`config.mk`:
```
export PLATFORM = sky130hd
export DESIGN_NAME = window_sum_stage
export DESIGN_NICKNAME = d
export VERILOG_FILES = /design/src/rtl/window_sum_stage.sv
export SDC_FILE = /design/constraint.sdc
export NUM_CORES = 1
export LEC_CHECK = 0
export BUFFER_PORTS_ARGS = -buffer_cell sky130_fd_sc_hd__clkbuf_2
export CAP_MARGIN = 20
export CORE_ASPECT_RATIO = 0.75
export CORE_MARGIN = 2
export CORE_UTILIZATION = 62
export DETAILED_ROUTE_END_ITERATION = 16
export PLACE_DENSITY = 0.83
export SYNTH_ARGS = -nofsm -noshare
export SYNTH_HDL_FRONTEND = slang
export SYNTH_SLANG_ARGS = --single-unit
```
`constraint.sdc`:
```
create_clock -name clk -period 7.5 [get_ports clk]
set_input_delay 0.375 -clock clk [delete_from_list [all_inputs] [get_ports clk]]
set_output_delay 0.375 -clock clk [all_outputs]
set_load 0.05 [all_outputs]
```
`src/rtl/window_sum_stage.sv`:
```
// Sliding-window sum over the last DEPTH accepted samples, with oldest sample, overflow and fill level.
// Define WINDOW_SUM_SATURATE_EN to clamp out_sum at 2^OUT_W-1 instead of wrapping.
module window_sum_stage #(
    parameter int W     = 4,
    parameter int DEPTH = 4,
    parameter int OUT_W = 4
) (
    input  logic                       clk,
    input  logic                       rst,
    input  logic                       in_valid,
    input  logic [W-1:0]               in_data,
    input  logic                       flush,
    output logic                       out_valid,
    output logic [OUT_W-1:0]           out_sum,
    output logic [W-1:0]               out_oldest,
    output logic                       out_ovf,
    output logic [$clog2(DEPTH+1)-1:0] fill_count
);

    localparam int SW = W + $clog2(DEPTH);
    localparam int FW = $clog2(DEPTH+1);
    localparam logic [FW-1:0] FILL_MAX = FW'(DEPTH);

    typedef enum logic [1:0] {
        S_EMPTY   = 2'd0,
        S_FILLING = 2'd1,
        S_FULL    = 2'd2
    } state_t;

    state_t            r_state;
    state_t            w_state_next;
    logic [W-1:0]      r_hist [DEPTH];
    logic [SW-1:0]     r_sum;
    logic [FW-1:0]     r_fill;
    logic [FW-1:0]     w_fill_next;
    logic              r_out_valid;
    logic [OUT_W-1:0]  r_out_sum;
    logic [W-1:0]      r_out_oldest;
    logic              r_out_ovf;

    logic              w_accept;
    logic [W-1:0]      w_evicted;
    logic [SW:0]       w_sum_next;
    logic              w_ovf;
    logic [OUT_W-1:0]  w_out_sum;

    assign w_accept  = in_valid & ~flush;
    assign w_evicted = (r_state == S_FULL) ? r_hist[DEPTH-1] : '0;
    // One spare bit so sum + in_data cannot wrap before the eviction is subtracted.
    assign w_sum_next = {1'b0, r_sum} + (SW+1)'(in_data) - (SW+1)'(w_evicted);
    assign w_ovf      = |(w_sum_next >> OUT_W);

`ifdef WINDOW_SUM_SATURATE_EN
    assign w_out_sum = w_ovf ? '1 : OUT_W'(w_sum_next);
`else
    assign w_out_sum = OUT_W'(w_sum_next);
`endif

    always_comb begin
        w_fill_next = r_fill;
        if (w_accept && (r_fill != FILL_MAX))
            w_fill_next = r_fill + 1'b1;
    end

    always_comb begin
        w_state_next = r_state;
        if (flush) begin
            w_state_next = S_EMPTY;
        end else if (w_accept) begin
            case (r_state)
                S_EMPTY:   w_state_next = (w_fill_next == FILL_MAX) ? S_FULL : S_FILLING;
                S_FILLING: w_state_next = (w_fill_next == FILL_MAX) ? S_FULL : S_FILLING;
                S_FULL:    w_state_next = S_FULL;
                default:   w_state_next = S_EMPTY;
            endcase
        end
    end

    always_ff @(posedge clk or negedge rst) begin
        if (!rst)
            r_state <= S_EMPTY;
        else
            r_state <= w_state_next;
    end

    always_ff @(posedge clk or negedge rst) begin
        if (!rst) begin
            for (int unsigned i = 0; i < DEPTH; i++)
                r_hist[i] <= '0;
            r_sum        <= '0;
            r_fill       <= '0;
            r_out_valid  <= 1'b0;
            r_out_sum    <= '0;
            r_out_oldest <= '0;
            r_out_ovf    <= 1'b0;
        end else if (flush) begin
            for (int unsigned i = 0; i < DEPTH; i++)
                r_hist[i] <= '0;
            r_sum        <= '0;
            r_fill       <= '0;
            r_out_valid  <= 1'b0;
            r_out_sum    <= '0;
            r_out_oldest <= '0;
            r_out_ovf    <= 1'b0;
        end else if (w_accept) begin
            r_hist[0] <= in_data;
            for (int unsigned i = 1; i < DEPTH; i++)
                r_hist[i] <= r_hist[i-1];
            r_sum       <= w_sum_next[SW-1:0];
            r_fill      <= w_fill_next;
            r_out_valid <= (w_fill_next == FILL_MAX);
            if (w_fill_next == FILL_MAX) begin
                r_out_sum    <= w_out_sum;
                // After the shift, the slot DEPTH-2 moves into the oldest position.
                r_out_oldest <= r_hist[DEPTH-2];
                r_out_ovf    <= w_ovf;
            end
        end else begin
            r_out_valid <= 1'b0;
        end
    end

    assign out_valid  = r_out_valid;
    assign out_sum    = r_out_sum;
    assign out_oldest = r_out_oldest;
    assign out_ovf    = r_out_ovf;
    assign fill_count = r_fill;

endmodule

```
; Word level (Yosys, flattened, before mapping)
; Cells that the tools add are included.
[word_totals]
regBits = 37
input_bits = 8
out_inout_bits = 13
wordCells = 50
[classes]
n_addsub = 3
n_eq_ne = 4
n_mux = 23
bitwise_logic = 2
reduce_logical = 7
[ops]
columns = cell, n
row1 = two-way mux 16 bit, 2
row2 = two-way mux 4 bit, 7
row3 = two-way mux 6 bit, 2
row4 = two-way mux 3 bit, 3
row5 = adder 6 x 4 -> 7 bit, 1
row6 = subtractor 7 x 4 -> 7 bit, 1
row7 = two-way mux 2 bit, 3
row8 = two-way mux 1 bit, 5
row9 = one-hot mux 2 bit (2 select lines), 1
row10 = nonzero test 2 bit, 2
row11 = "adder 3 x 1 -> 3 bit, second input constant", 1
row12 = "== test 3 bit, second input constant", 1
row13 = "inequality test 3 bit, second input constant", 1
row14 = OR reduction 3 bit, 1
row15 = "== test 2 x 1 -> 1 bit, second input constant", 1
row16 = "== test 2 bit, second input constant", 1
row17 = zero test 2 bit, 1
row18 = AND reduction 2 bit, 1
row19 = OR reduction 2 bit, 1
row20 = AND 1 bit, 1
row21 = logical AND 1 bit, 1
row22 = inverter 1 bit, 1

; Logic depth before layout (Yosys ltp)
[depth]
ltp_word = 9
mapped_depth = 13
depth_no_buf = 13

; Worst setup path before layout
; No wires, ideal clock.
[synth_path]
kind = reg-to-reg
start = reg r_state[1]
end = reg r_out_ovf, in the netlist out_ovf
setup_ns = 0.078
t_arrival_ns = 2.497
required_time_ns = 7.422
path_slack_ns = 4.926
path_stages_with_launch = 12
path_buffers = 0
period_less_slack_ns = 2.574
cell_sequence = dfrtp_1 -> inv_1 -> nor2_1 -> and2_1 -> fa_1 -> inv_1 -> ha_1 -> a211oi_1 -> or4b_2 -> o2111ai_1 -> nor4_1 -> o2bb2ai_1
[synth_via]
elab_chain_cells = 7
[synth_lines]
columns = item, line_no
row1 = from (decl), 30  ; state_t r_state;
row2 = from (signal assigned), 83  ; r_state <= w_state_next;
row3 = == test 2 bit, 48  ; assign w_evicted = (r_state == S_FULL) ? r_hist[DEPTH-1] : '0;
row4 = two-way mux 4 bit, 48
row5 = subtractor 7 x 4 -> 7 bit, 50  ; assign w_sum_next = {1'b0, r_sum} + (SW+1)'(in_data) - (SW+1)'(w_evicted);
row6 = OR reduction 3 bit, 51  ; assign w_ovf = |(w_sum_next >> OUT_W);
row7 = two-way mux 1 bit, 112  ; if (w_fill_next == FILL_MAX) begin
row8 = two-way mux 1 bit, 105  ; end else if (w_accept) begin
row9 = two-way mux 1 bit, 96  ; end else if (flush) begin
row10 = to (signal assigned), 116  ; r_out_ovf <= w_ovf;
row11 = to (decl), 39  ; logic r_out_ovf;
; No other way between the ends. The select of a mux whose other input is x is not followed.
; A chain may end at the register's enable or synchronous reset.

; Worst setup path in the final report
; Ends and elaborated chain as after synthesis.

==> metrics.md <==
| Metric | Value |
|---|---|
| DPL Wire Length | `2740 um` |
| Placed Cells | `243` |
| Post-synth EDFFs | `0` |
| Slew Viols, Final | `0` |
| Routed Wire Length | `3900 um` |
| Final Worst Setup Slack | `4.69 ns` |
| TritonCTS buffer count | `5` |
| Final core occ | `73.2%` |
| Die W | `69.6 um` |
| CTS root buf | `clkbuf_8` |
| Final Hold Vio Count | `0` |
| N_diodes | `0` |
| Worst-margin pin slew | `0.904 ns` |
| Die area | `3710 sq um` |
| All-Layer GR Usage | `23.9%` |
| Worst skew pair latency | `0.30 ns` |
| Crit start category | `register` |
| Clock Skew | `0.0103 ns` |
| PostCTS Resize Cnt | `0` |
| Clk sinks | `37` |
| Via count | `1434` |
| Vias in the first global route | `1385` |
| Final cell count without fillers | `251` |
| Main synth FF type | `dfrtp_1` |
| Worst path required time | `7.73 ns` |
| MaxCap Viol Count | `0` |
| Antenna viol nets, final | `0` |
| Fraction of registers with async set/reset | `100%` |
| TNS Setup | `0 ns` |
| Register area share after synthesis | `46.2%` |
| Setup violators final | `0` |
| FF+latch count, synth | `37` |
| Worst-path maximum fanout | `4` |
| Top post-synthesis cells by area | `dfrtp_1, mux2i_1, ha_1` |
| Syn Area/Cell | `10.4 sq um` |
| Fraction of layout cells with a size suffix above 1 | `16.9%` |
| Most used routing layer in global routing | `met2` |
| HP Class | `in2async` |
| Synth Cell Area | `2000 sq um` |
| Synthesis Warnings | `0` |
| Core Area | `3020 sq um` |
| Crit-path slowest cell | `or4b_2` |
| First-pass GRT wire length | `6580 um` |
| Post-cts hold buffer count | `0` |
| Clock tree from TritonCTS | `done` |
| Most frequent cells after synthesis | `dfrtp_1, nor2_1, inv_1` |
| RSZ-0062 raised after global routing | `false` |
| Routing usage on met2 | `38.9%` |
| H-Tree Level Count | `2` |
| Die height | `53.2 um` |
| Syn Nets | `213` |
| Largest net degree at the start of global routing | `38` |
| Layout area overhead | `10.4%` |
| DRT Pass-1 Iters | `4` |
| Status | `completed` |
| Gpl congestion | `0.913` |
| Power per cell area | `270 nW/um^2` |
| Starting density of the core | `66.3%` |
| Final min period | `2.81 ns` |
| WS Path Type | `reg2reg` |
| Total gr overflow | `0` |
| M1 GR Usage | `30.6%` |
| Top-area cell type share of the netlist area | `46.2%` |
| Worst-path clk slew | `0.08 ns` |
| Arrival @ worst endpoint | `3.05 ns` |
| Area leader, netlist | `dfrtp_1` |
| Top Ports | `21` |
| Crit-path most repeated cell | `inv_1` |
| Max Freq | `0.356 GHz` |
| Delay of the slowest critical-path stage | `0.64 ns` |
| Crit path cell chain | `inv_1 -> nor2_1 -> and2_1 -> fa_1 -> inv_1 -> ha_1 -> a211oi_1 -> or4b_2 -> o2111ai_1 -> nor4_1 -> o2bb2ai_1` |
| M3 GR Usage | `8.38%` |
| Hold WS | `0.177 ns` |
| Nets | `233` |
| Post-synthesis cell type count | `39` |
| DRT iter0 DRCs | `112` |
| DP Worst Slack | `4.74 ns` |
| Synth Instances | `192` |
| CTS Buffer Depth | `2` |
| Count leader, synth | `dfrtp_1` |
| Leak pwr | `0.00114 uW` |
| Remaining DRCs | `0` |
| Worst Setup End Kind | `register` |
| # Post-CTS Setup Buffers | `0` |
| Num rows | `17` |
| Drt wl/cell | `15.5 um` |
| Via density | `5.71` |
| Port bufs | `20` |
| Initial antenna violation count | `0` |
| Worst VDD drop | `0.000166 V` |
| Final Cycle Share | `37.5%` |
| Worst relative slew slack | `39.7%` |
state kept, by name, indices dropped and copies added (netlist names):
name / flops
out_oldest: 4
r_state: 2
r_hist: 16
fill_count: 3
out_valid: 1
out_ovf: 1
out_sum: 4
r_sum: 6
power by group:
group          internal [uW]  switching (uW)
Sequential               219            13.9
Combinational           86.0             136
Clock                   65.8            77.4
Total                    371             227
area by class of cell:
cell class | count | area, sq um
multi-input cells | 123 | 955
flip-flops and latches | 37 | 926
fillers | 214 | 808
repair buffers | 20 | 100
inverters | 25 | 93.8
clock buffers | 5 | 68.8
well taps | 38 | 47.5
clock inverters | 3 | 21.3
path summary, 6_finish.rpt:
kind | slack, ns | from | depth (start not counted) | endpoint
worst max-delay path | 4.69 | r_state[1] | 11 | out_ovf
worst min-delay path | 0.18 | rst | 1 | out_sum[3]
worst max register to register | 4.69 | r_state[1] | 11 | out_ovf
worst min register to register | 0.50 | out_sum[1] | 1 | out_sum[1]
max in group asynchronous | 6.76 | rst | 1 | out_oldest[0]
min in group clk | 0.35 | in_data[1] | 3 | r_hist[13]
per-stage QoR:
| step | instance area (sq um) | total power (uW) |
|---|---|---|
| final | 2210 | 598 |
| after global routing | 2210 | 635 |
| after CTS | 2210 | 599 |
| after detailed placement | 2120 | 454 |
| after global placement | 2120 | 442 |
| after floorplan | 2000 | 407 |
critical path: cells and delay by family, from the launching register on:
family / cells / cell delay [ns]
and+or+nand+nor: 4 / 0.99
buffers and inverters: 2 / 0.15
DFF: 1 / 0.40
adders and majority gates: 2 / 0.85
AOI/OAI and AO/OA: 3 / 0.36
placed cells by master, fill, tap and decap left out, types with 2 or more instances in the layout:
| cell | Yosys | final |
|---|---|---|
| nand2_1 | 4 | 4 |
| a21o_1 | 2 | 2 |
| xor2_1 | 2 | 2 |
| inv_1 | 24 | 24 |
| a31oi_1 | 2 | 2 |
| clkbuf_8 | 0 | 5 |
| fa_1 | 4 | 4 |
| nand2b_1 | 3 | 3 |
| mux2i_1 | 21 | 21 |
| a22o_1 | 5 | 5 |
| nor2_1 | 29 | 29 |
| nor2b_1 | 2 | 2 |
| and2_1 | 4 | 4 |
| nor3b_1 | 2 | 2 |
| clkbuf_2 | 0 | 20 |
| ha_1 | 9 | 9 |
| dfrtp_1 | 37 | 37 |
| nor3_1 | 3 | 3 |
| xnor2_1 | 2 | 2 |
| o2bb2ai_1 | 2 | 2 |
| a21oi_1 | 7 | 7 |
| a211oi_1 | 2 | 2 |
| o21ai_0 | 4 | 4 |
routing by layer:
metal / part of all wire [%] / vias to the layer above
li1: - / 682
met1: 47 / 706
met2: 47 / 39
met3: 5.2 / 7
met4: 1.2 / 0
met5: 0 / -
cell families after synthesis:
kind of cell | synth area share (%)
mux | 11.8
xor+xnor | 1.75
compound gates | 11.6
buf+inv | 6.12
fa+ha+maj | 9.62
flops | 46.2
simple gates | 12.9
Power figures use the tool's default switching activity.
